`config.mk`:
```
export PLATFORM = sky130hd
export DESIGN_NAME = wb_sram_arbiter_flat
export DESIGN_NICKNAME = d
export VERILOG_FILES = /design/src/rtl/wb_sram_arbiter_if.sv /design/src/rtl/wb_sram_arbiter.sv /design/src/flat_wrapper.sv
export SDC_FILE = /design/constraint.sdc
export NUM_CORES = 1
export LEC_CHECK = 0
export ABC_CLOCK_PERIOD_IN_PS = 3200
export CAP_MARGIN = 40
export CORE_AREA = 2 2 108 110
export CTS_CLUSTER_SIZE = 10
export DETAILED_ROUTE_END_ITERATION = 8
export DIE_AREA = 0 0 110 112
export SKIP_LAST_GASP = 1
export SYNTH_ARGS = -nofsm -noshare
export SYNTH_HDL_FRONTEND = slang
export SYNTH_SLANG_ARGS = --single-unit
```
`constraint.sdc`:
```
create_clock -name wb_clk_i -period 3.2 [get_ports wb_clk_i]
set_input_delay 0.64 -clock wb_clk_i [delete_from_list [all_inputs] [get_ports wb_clk_i]]
set_output_delay 0.64 -clock wb_clk_i [all_outputs]
set_load 0.03 [all_outputs]
```
`src/rtl/wb_sram_arbiter_if.sv`:
```
// Wishbone classic bus bundle used for both arbiter master ports and the
// SRAM-side slave port.
//
// Handshake: a transfer is requested while cyc and stb are both high; the
// slave completes it by raising ack for one cycle, and read data on dat_r is
// valid only in that ack cycle. The master may change address/data or drop
// stb/cyc once it has seen ack.
interface wb_sram_arbiter_if #(
    parameter int AWIDTH = 20
);
    logic              cyc;
    logic              stb;
    logic              we;
    logic [3:0]        sel;
    logic [AWIDTH-1:0] addr;
    logic [31:0]       dat_w;
    logic [31:0]       dat_r;
    logic              ack;

    // Side that starts transfers (bus master).
    modport master (
        output cyc, stb, we, sel, addr, dat_w,
        input  dat_r, ack
    );

    // Side that answers transfers (bus slave).
    modport slave (
        input  cyc, stb, we, sel, addr, dat_w,
        output dat_r, ack
    );
endinterface

```
`src/rtl/wb_sram_arbiter.sv`:
```
// Two-master Wishbone arbiter in front of a single SRAM slave.
// Master 0 is the CPU, master 1 the DMA/video engine. A master keeps the bus
// for as long as it holds cyc; every ownership change passes through IDLE so
// the slave always sees at least one strobe-low cycle between owners.
module wb_sram_arbiter #(
    parameter int AWIDTH     = 20,
    parameter bit FIXED_PRIO = 1'b0
) (
    input  logic                  wb_clk_i,
    input  logic                  wb_rst_i,
    wb_sram_arbiter_if.slave      m0_bus,
    wb_sram_arbiter_if.slave      m1_bus,
    wb_sram_arbiter_if.master     s_bus,
    output logic [1:0]            gnt_o,
    output logic [1:0]            dbg_state_o
);

    typedef enum logic [1:0] {
        ST_IDLE = 2'd0,
        ST_GNT0 = 2'd1,
        ST_GNT1 = 2'd2
    } state_t;

    state_t            r_state;
    state_t            w_next;
    logic              r_last;
    logic              w_last_next;

    logic              w_req0;
    logic              w_req1;

    logic              w_s_cyc;
    logic              w_s_stb;
    logic              w_s_we;
    logic [3:0]        w_s_sel;
    logic [AWIDTH-1:0] w_s_addr;
    logic [31:0]       w_s_dat;
    logic              w_m0_ack;
    logic              w_m1_ack;
    logic [1:0]        w_gnt;

    assign w_req0 = m0_bus.cyc & m0_bus.stb;
    assign w_req1 = m1_bus.cyc & m1_bus.stb;

    // State and last-winner registers; reset leaves last=1 so m0 wins the first tie.
    always_ff @(posedge wb_clk_i) begin
        if (wb_rst_i) begin
            r_state <= ST_IDLE;
            r_last  <= 1'b1;
        end else begin
            r_state <= w_next;
            r_last  <= w_last_next;
        end
    end

    // Next-state: arbitrate only from IDLE, hold the grant while the owner keeps cyc.
    always_comb begin
        w_next      = r_state;
        w_last_next = r_last;
        case (r_state)
            ST_IDLE: begin
                // m0 wins if alone, under fixed priority, or when m1 won last time.
                if (w_req0 && (!w_req1 || FIXED_PRIO || r_last)) begin
                    w_next      = ST_GNT0;
                    w_last_next = 1'b0;
                end else if (w_req1) begin
                    w_next      = ST_GNT1;
                    w_last_next = 1'b1;
                end
            end
            ST_GNT0: begin
                if (!m0_bus.cyc) begin
                    w_next = ST_IDLE;
                end
            end
            ST_GNT1: begin
                if (!m1_bus.cyc) begin
                    w_next = ST_IDLE;
                end
            end
            default: begin
                w_next = ST_IDLE;
            end
        endcase
    end

    // Output mux: route the owner to the slave, steer ack back; everything quiet in IDLE or reset.
    always_comb begin
        w_s_cyc  = 1'b0;
        w_s_stb  = 1'b0;
        w_s_we   = 1'b0;
        w_s_sel  = 4'b0000;
        w_s_addr = '0;
        w_s_dat  = 32'd0;
        w_m0_ack = 1'b0;
        w_m1_ack = 1'b0;
        w_gnt    = 2'b00;
        if (!wb_rst_i) begin
            case (r_state)
                ST_GNT0: begin
                    w_s_cyc  = m0_bus.cyc;
                    w_s_stb  = m0_bus.stb;
                    w_s_we   = m0_bus.we;
                    w_s_sel  = m0_bus.sel;
                    w_s_addr = m0_bus.addr;
                    w_s_dat  = m0_bus.dat_w;
                    w_m0_ack = s_bus.ack & m0_bus.stb;
                    w_gnt    = 2'b01;
                end
                ST_GNT1: begin
                    w_s_cyc  = m1_bus.cyc;
                    w_s_stb  = m1_bus.stb;
                    w_s_we   = m1_bus.we;
                    w_s_sel  = m1_bus.sel;
                    w_s_addr = m1_bus.addr;
                    w_s_dat  = m1_bus.dat_w;
                    w_m1_ack = s_bus.ack & m1_bus.stb;
                    w_gnt    = 2'b10;
                end
                default: begin
                    // IDLE: a stray slave ack reaches nobody.
                end
            endcase
        end
    end

    assign s_bus.cyc    = w_s_cyc;
    assign s_bus.stb    = w_s_stb;
    assign s_bus.we     = w_s_we;
    assign s_bus.sel    = w_s_sel;
    assign s_bus.addr   = w_s_addr;
    assign s_bus.dat_w  = w_s_dat;

    // Read data is broadcast; each master qualifies it with its own ack.
    assign m0_bus.dat_r = s_bus.dat_r;
    assign m1_bus.dat_r = s_bus.dat_r;
    assign m0_bus.ack   = w_m0_ack;
    assign m1_bus.ack   = w_m1_ack;

    assign gnt_o        = w_gnt;
    assign dbg_state_o  = r_state;

endmodule

```
`src/flat_wrapper.sv`:
```
// flat-port wrapper written by rule: the top's interface ports become plain ports
module wb_sram_arbiter_flat 
#(
    parameter int AWIDTH     = 20,
    parameter bit FIXED_PRIO = 1'b0
)
  (wb_clk_i, wb_rst_i, gnt_o, dbg_state_o, m0_bus_cyc, m0_bus_stb, m0_bus_we, m0_bus_sel, m0_bus_addr, m0_bus_dat_w, m0_bus_dat_r, m0_bus_ack, m1_bus_cyc, m1_bus_stb, m1_bus_we, m1_bus_sel, m1_bus_addr, m1_bus_dat_w, m1_bus_dat_r, m1_bus_ack, s_bus_cyc, s_bus_stb, s_bus_we, s_bus_sel, s_bus_addr, s_bus_dat_w, s_bus_dat_r, s_bus_ack);
  wb_sram_arbiter_if #(.AWIDTH(AWIDTH)) m0_bus_i ();
  wb_sram_arbiter_if #(.AWIDTH(AWIDTH)) m1_bus_i ();
  wb_sram_arbiter_if #(.AWIDTH(AWIDTH)) s_bus_i ();
  input  logic wb_clk_i;
  input  logic wb_rst_i;
  output logic [1:0] gnt_o;
  output logic [1:0] dbg_state_o;
  input wire logic [$bits(m0_bus_i.cyc)-1:0] m0_bus_cyc;
  input wire logic [$bits(m0_bus_i.stb)-1:0] m0_bus_stb;
  input wire logic [$bits(m0_bus_i.we)-1:0] m0_bus_we;
  input wire logic [$bits(m0_bus_i.sel)-1:0] m0_bus_sel;
  input wire logic [$bits(m0_bus_i.addr)-1:0] m0_bus_addr;
  input wire logic [$bits(m0_bus_i.dat_w)-1:0] m0_bus_dat_w;
  output wire logic [$bits(m0_bus_i.dat_r)-1:0] m0_bus_dat_r;
  output wire logic [$bits(m0_bus_i.ack)-1:0] m0_bus_ack;
  input wire logic [$bits(m1_bus_i.cyc)-1:0] m1_bus_cyc;
  input wire logic [$bits(m1_bus_i.stb)-1:0] m1_bus_stb;
  input wire logic [$bits(m1_bus_i.we)-1:0] m1_bus_we;
  input wire logic [$bits(m1_bus_i.sel)-1:0] m1_bus_sel;
  input wire logic [$bits(m1_bus_i.addr)-1:0] m1_bus_addr;
  input wire logic [$bits(m1_bus_i.dat_w)-1:0] m1_bus_dat_w;
  output wire logic [$bits(m1_bus_i.dat_r)-1:0] m1_bus_dat_r;
  output wire logic [$bits(m1_bus_i.ack)-1:0] m1_bus_ack;
  output wire logic [$bits(s_bus_i.cyc)-1:0] s_bus_cyc;
  output wire logic [$bits(s_bus_i.stb)-1:0] s_bus_stb;
  output wire logic [$bits(s_bus_i.we)-1:0] s_bus_we;
  output wire logic [$bits(s_bus_i.sel)-1:0] s_bus_sel;
  output wire logic [$bits(s_bus_i.addr)-1:0] s_bus_addr;
  output wire logic [$bits(s_bus_i.dat_w)-1:0] s_bus_dat_w;
  input wire logic [$bits(s_bus_i.dat_r)-1:0] s_bus_dat_r;
  input wire logic [$bits(s_bus_i.ack)-1:0] s_bus_ack;
  assign m0_bus_i.cyc = m0_bus_cyc;
  assign m0_bus_i.stb = m0_bus_stb;
  assign m0_bus_i.we = m0_bus_we;
  assign m0_bus_i.sel = m0_bus_sel;
  assign m0_bus_i.addr = m0_bus_addr;
  assign m0_bus_i.dat_w = m0_bus_dat_w;
  assign m0_bus_dat_r = m0_bus_i.dat_r;
  assign m0_bus_ack = m0_bus_i.ack;
  assign m1_bus_i.cyc = m1_bus_cyc;
  assign m1_bus_i.stb = m1_bus_stb;
  assign m1_bus_i.we = m1_bus_we;
  assign m1_bus_i.sel = m1_bus_sel;
  assign m1_bus_i.addr = m1_bus_addr;
  assign m1_bus_i.dat_w = m1_bus_dat_w;
  assign m1_bus_dat_r = m1_bus_i.dat_r;
  assign m1_bus_ack = m1_bus_i.ack;
  assign s_bus_cyc = s_bus_i.cyc;
  assign s_bus_stb = s_bus_i.stb;
  assign s_bus_we = s_bus_i.we;
  assign s_bus_sel = s_bus_i.sel;
  assign s_bus_addr = s_bus_i.addr;
  assign s_bus_dat_w = s_bus_i.dat_w;
  assign s_bus_i.dat_r = s_bus_dat_r;
  assign s_bus_i.ack = s_bus_ack;
  wb_sram_arbiter #(.AWIDTH(AWIDTH), .FIXED_PRIO(FIXED_PRIO)) u_core (.wb_clk_i(wb_clk_i), .wb_rst_i(wb_rst_i), .m0_bus(m0_bus_i), .m1_bus(m1_bus_i), .s_bus(s_bus_i), .gnt_o(gnt_o), .dbg_state_o(dbg_state_o));
endmodule
```
== Word-level counts from Yosys, hierarchy flattened ==
Index checks and enable logic that the tools add are counted.

* Bits in registers: 3
* Latch bits: 0
* Memory bits (writable): 0
* Memory bits (read-only): 0
* Input bits: 153
* Output and inout bits: 129
* Word-level logic and storage cells: 43
* Memories: 0

* Add/subtract/negate cells: 0
* $mul: 0
* Div/mod/pow operators: 0
* Magnitude comparators: 0
* Equal/unequal tests: 5
* Shift-type cells: 0
* Multiplexer cells: 25
* Bitwise gates (word level): 4
* Reduce and logical (&&, ||, !) cells: 7

{| class="wikitable"
|+ Operators by type and width
! cell !! number
|-
| one-hot mux 32 bit (2 select lines) || 1
|-
| one-hot mux 20 bit (2 select lines) || 1
|-
| 2-to-1 mux 32 bit || 1
|-
| 2-to-1 mux 20 bit || 1
|-
| 2-to-1 mux 2 bit || 5
|-
| 2-to-1 mux 1 bit || 9
|-
| one-hot mux 4 bit (2 select lines) || 1
|-
| one-hot mux 1 bit (2 select lines) || 3
|-
| one-hot mux 2 bit (3 select lines) || 1
|-
| bitwise AND 1 bit || 4
|-
| 2-to-1 mux 4 bit || 1
|-
| != test 2 bit, second input constant || 2
|-
| one-hot mux 2 bit (2 select lines) || 1
|-
| != test 3 x 1 -> 1 bit, second input constant || 1
|-
| AND reduction 3 bit || 1
|-
| == test 2 x 1 -> 1 bit, second input constant || 1
|-
| == test 2 bit, second input constant || 1
|-
| zero test 2 bit || 1
|-
| AND reduction 2 bit || 1
|-
| nonzero test 2 bit || 1
|-
| logical AND 1 bit || 1
|-
| zero test 1 bit || 1
|-
| logical OR 1 bit || 1
|}

== Logic depth before layout (Yosys ltp) ==
* Word-level depth: 6
* Mapped depth: 7

== Worst setup path after synthesis ==
OpenSTA, ideal clock, no wires.

* Path kind: register to output
* Start point: reg u_core.r_state[0] (netlist: u_core.dbg_state_o[0])
* End point: out s_bus_dat_w[21]
* Arrival: 1731 ps
* Setup slack: 829 ps
* Cell stages (with the launch flop): 7
* Buffers on the path: 2
* Cell sequence: dfxtp_1 inv_1 ha_1 nand2_1 buf_4 buf_4 nor2_1

* Cells in the longest elaborated chain, start to end: 3

{| class="wikitable"
|+ RTL lines
! item !! line !! RTL
|-
| start, declared || wb_sram_arbiter.sv:24 || <nowiki>state_t r_state;</nowiki>
|-
| start signal, assigned || wb_sram_arbiter.sv:51 || <nowiki>r_state <= w_next;</nowiki>
|-
| == test 2 bit / == test 2 x 1 -> 1 bit (equally long branches) || wb_sram_arbiter.sv:99 || <nowiki>case (r_state)</nowiki>
|-
| one-hot mux 32 bit (2 select lines) (*) || wb_sram_arbiter.sv:99 ||
|-
| 2-to-1 mux 32 bit (*) || wb_sram_arbiter.sv:98 || <nowiki>if (!wb_rst_i) begin</nowiki>
|-
| end, declared || flat_wrapper.sv:36 || <nowiki>output wire logic [$bits(s_bus_i.dat_w)-1:0] s_bus_dat_w;</nowiki>
|}

Mark *: on every way between the ends. The rest lies on a longest branch, timed or not.

== Worst setup path in the final report ==
* Start point: in wb_rst_i
* End point: out m0_bus_ack

* Cells in the longest elaborated chain, start to end: 1

{| class="wikitable"
|+ RTL lines
! item !! line !! RTL
|-
| start, declared || flat_wrapper.sv:12 || <nowiki>input logic wb_rst_i;</nowiki>
|-
| 2-to-1 mux 1 bit || wb_sram_arbiter.sv:98 ||
|-
| end, declared || flat_wrapper.sv:22 || <nowiki>output wire logic [$bits(m0_bus_i.ack)-1:0] m0_bus_ack;</nowiki>
|}

No other way between the ends.

==> flow_summary.json <==
{
  "status": "complete, no violations",
  "path_depth": 5,
  "rsz0062_at_grt": "no",
  "syn_inst": 232,
  "ctsHoldBuffers": 0,
  "cts_resized": 0,
  "intPower_w": 0.000409,
  "cp_slowest_cell": "clkdlybuf4s50_1",
  "antenna_found_initial": 0,
  "synth-edff-count": 0,
  "ys_ff_latch": 3,
  "die_h_um": 112,
  "portBuffers": 185,
  "ir_drop_mv": 0.181,
  "numCtsBuffers": 3,
  "critical_path.cell_chain": "clkdlybuf4s50_1, inv_1, nand2_1, nor2_1, clkdlybuf4s50_1",
  "drive_above_1_share_pct": 21.9,
  "initial_core_util_pct": 13.5,
  "synth.avg_cell_area_um2": 6.49,
  "synth_compound_area_share_pct": 33.1,
  "ys_seq_area_share_pct": 3.99,
  "antenna_left": 0,
  "cp-endpoint": "m0_bus_ack",
  "die_width_um": 110,
  "vias": 2002,
  "power_switching_w": 0.000195,
  "die_area_um2": 12300,
  "insertion_delay_ns": 0.22,
  "finalSetupViolCount": 0,
  "cts.path.max_buffers": 2,
  "finalHoldViolations": 0,
  "yosys_most_used_dff": "dfxtp_1",
  "power_frac_seq_pct": 7.3,
  "synth-xor-area-share_pct": 0,
  "fin_nets": 500,
  "worst-path-buf-inv": 3,
  "synth-async-reset-ratio_pct": 0,
  "cts_tree": "done",
  "postCtsSetupRepairBufs": 0,
  "ctsRootBufferMaster": "clkbuf_16",
  "place_congestion": 0.794,
  "min_path_type": "reg2reg",
  "synth.area.mux_share_pct": 0,
  "path_max_fanout": 5,
  "final_cell_mix": "clkdlybuf4s50_1, buf_4, nor2_1",
  "first_pass_iters": 5,
  "switching_share_pct": 32.3,
  "grt_pass1_wl_um": 9100,
  "path_clk_slew_ns": 0.03,
  "period_share_pct": 87.6,
  "io_pins": 282,
  "synth_top_family_by_area": "buffers and inverters",
  "grt_max_degree": 32,
  "leakage_nw": 1.10,
  "worst_pin_slew_ns": 0.380,
  "crit_start": "wb_rst_i",
  "grt_pass1_vias": 1841,
  "critPathTopFamily": "buffers and inverters",
  "path_class": "in2out",
  "syn-cell-area_um2": 1510,
  "required_ns": 2.56,
  "rows": 39,
  "syn_nets": 388,
  "gr-total-overflow": 0,
  "combPwrFrac_pct": 60.0,
  "drt_iter0_markers": 71,
  "synth-simple-area-share_pct": 20.0,
  "fin_crit_ns": 2.80,
  "arrival_ns": 2.16,
  "antennaDiodeCount": 0,
  "clock_sinks": 3,
  "core-area_um2": 11200,
  "fin_setup_tns_ns": 0,
  "crit_path_start_kind": "input pin",
  "max_freq_mhz": 357,
  "viasPerCell": 4.12,
  "area_delta_synth_final_pct": 94.1,
  "yosysWarningCount": 0,
  "r2r-start": "u_core.dbg_state_o[0]",
  "power_density_nw_per_um2": 207,
  "r2r-end": "u_core.dbg_state_o[1]",
  "ctsHtreeMaxLevel": 1,
  "place_hpwl_um": 5250,
  "slowest_delay_ns": 0.67,
  "end_kind": "output pin",
  "synthAdderAreaFrac_pct": 2.49,
  "ff2ff_setup_slack_ns": 1.47,
  "final_max_slew_viol_count": 0,
  "wirelength_um": 6370,
  "layout_commonest_cell": "clkdlybuf4s50_1",
  "slew-limit-headroom_pct": 74.6,
  "hold_ws_ns": 0.585,
  "clkPwrFrac_pct": 32.6,
  "cp_common_cell": "clkdlybuf4s50_1",
  "post-route-drc-count": 0,
  "finalClockSkew_ns": 0.00191,
  "wire_per_inst_um": 13.1,
  "grt_usage_pct": 9.15,
  "synth_cell_type_count": 22,
  "drv_cap": 0,
  "rr_worst_depth": 6
}
## area by class of cell
type                       count  area [µm²]
clock buffer                   4        78.8
fill                        1198        8250
inverter                       3        11.3
multi-input combinational    142         846
sequential                     3        60.1
tap                          143         179
timing repair buffer         191        1750
## kinds of logic after synthesis
logic type | count (synthesis)
flip-flops | 3
adder cells (fa/ha/maj) | 3
buffers and inverters | 87
AND/OR/NAND/NOR | 74
AO/OA/AOI/OAI | 65
## stage by stage
stage	area [µm²]	power, W	util [%]	setup slack, ns	instances
floorplan	1510	0.000357	-	0.829	232
finish	2920	0.000604	26.2	0.395	486
global route	2920	0.000643	26.2	0.311	486
global placement	2850	0.000406	25.5	0.394	482
detailed placement	2850	0.000411	25.5	0.393	482
CTS	2920	0.000613	26.2	0.380	486
## worst min-delay path by stage
| stage | start | endpoint | cells after the start |
|---|---|---|---|
| after detailed placement | u_core.dbg_state_o[0] | u_core.dbg_state_o[0] | 1 |
| after floorplan | u_core.r_last | u_core.dbg_state_o[1] | 2 |
| after CTS | u_core.dbg_state_o[0] | u_core.dbg_state_o[0] | 1 |
| after global placement | u_core.dbg_state_o[0] | u_core.dbg_state_o[0] | 1 |
| final | u_core.dbg_state_o[0] | u_core.dbg_state_o[0] | 1 |
| after global routing | u_core.dbg_state_o[0] | u_core.dbg_state_o[0] | 1 |
## synthesized netlist by cell type, types with 2 or more instances
cell type	number	area, µm²
nor2b_1	2	12.5
ha_1	3	37.5
a21oi_1	2	10.0
inv_1	3	11.3
nor2_1	60	225
a22oi_1	57	428
dfxtp_1	3	60.1
buf_2	12	60.1
a31oi_1	2	12.5
buf_4	69	518
nand2_1	7	26.3
clkbuf_1	2	7.51
## metal layers
metal | wire, µm | track usage (%) | vias to the layer above
li1 | - | - | 968
met1 | 2130 | 9.23 | 890
met3 | 768 | 3.51 | 32
met2 | 3280 | 16.4 | 112
met5 | 0 | 0 | -
met4 | 183 | 4.05 | 0
## power groups by stage
stage          registers (W)  clock network, W  logic (W)
2_1_floorplan      0.0000479                 0   0.000309
3_3_place_gp       0.0000445                 0   0.000361
3_5_place_dp       0.0000449                 0   0.000366
4_1_cts            0.0000444          0.000200   0.000368
5_1_grt            0.0000451          0.000204   0.000394
6_report           0.0000442          0.000197   0.000363
## state kept, by name, summed over array words and instances (netlist names)
name	count
u_core.r_last	1
u_core.dbg_state_o	2
Note: power is estimated with default switching activity, not from simulation.
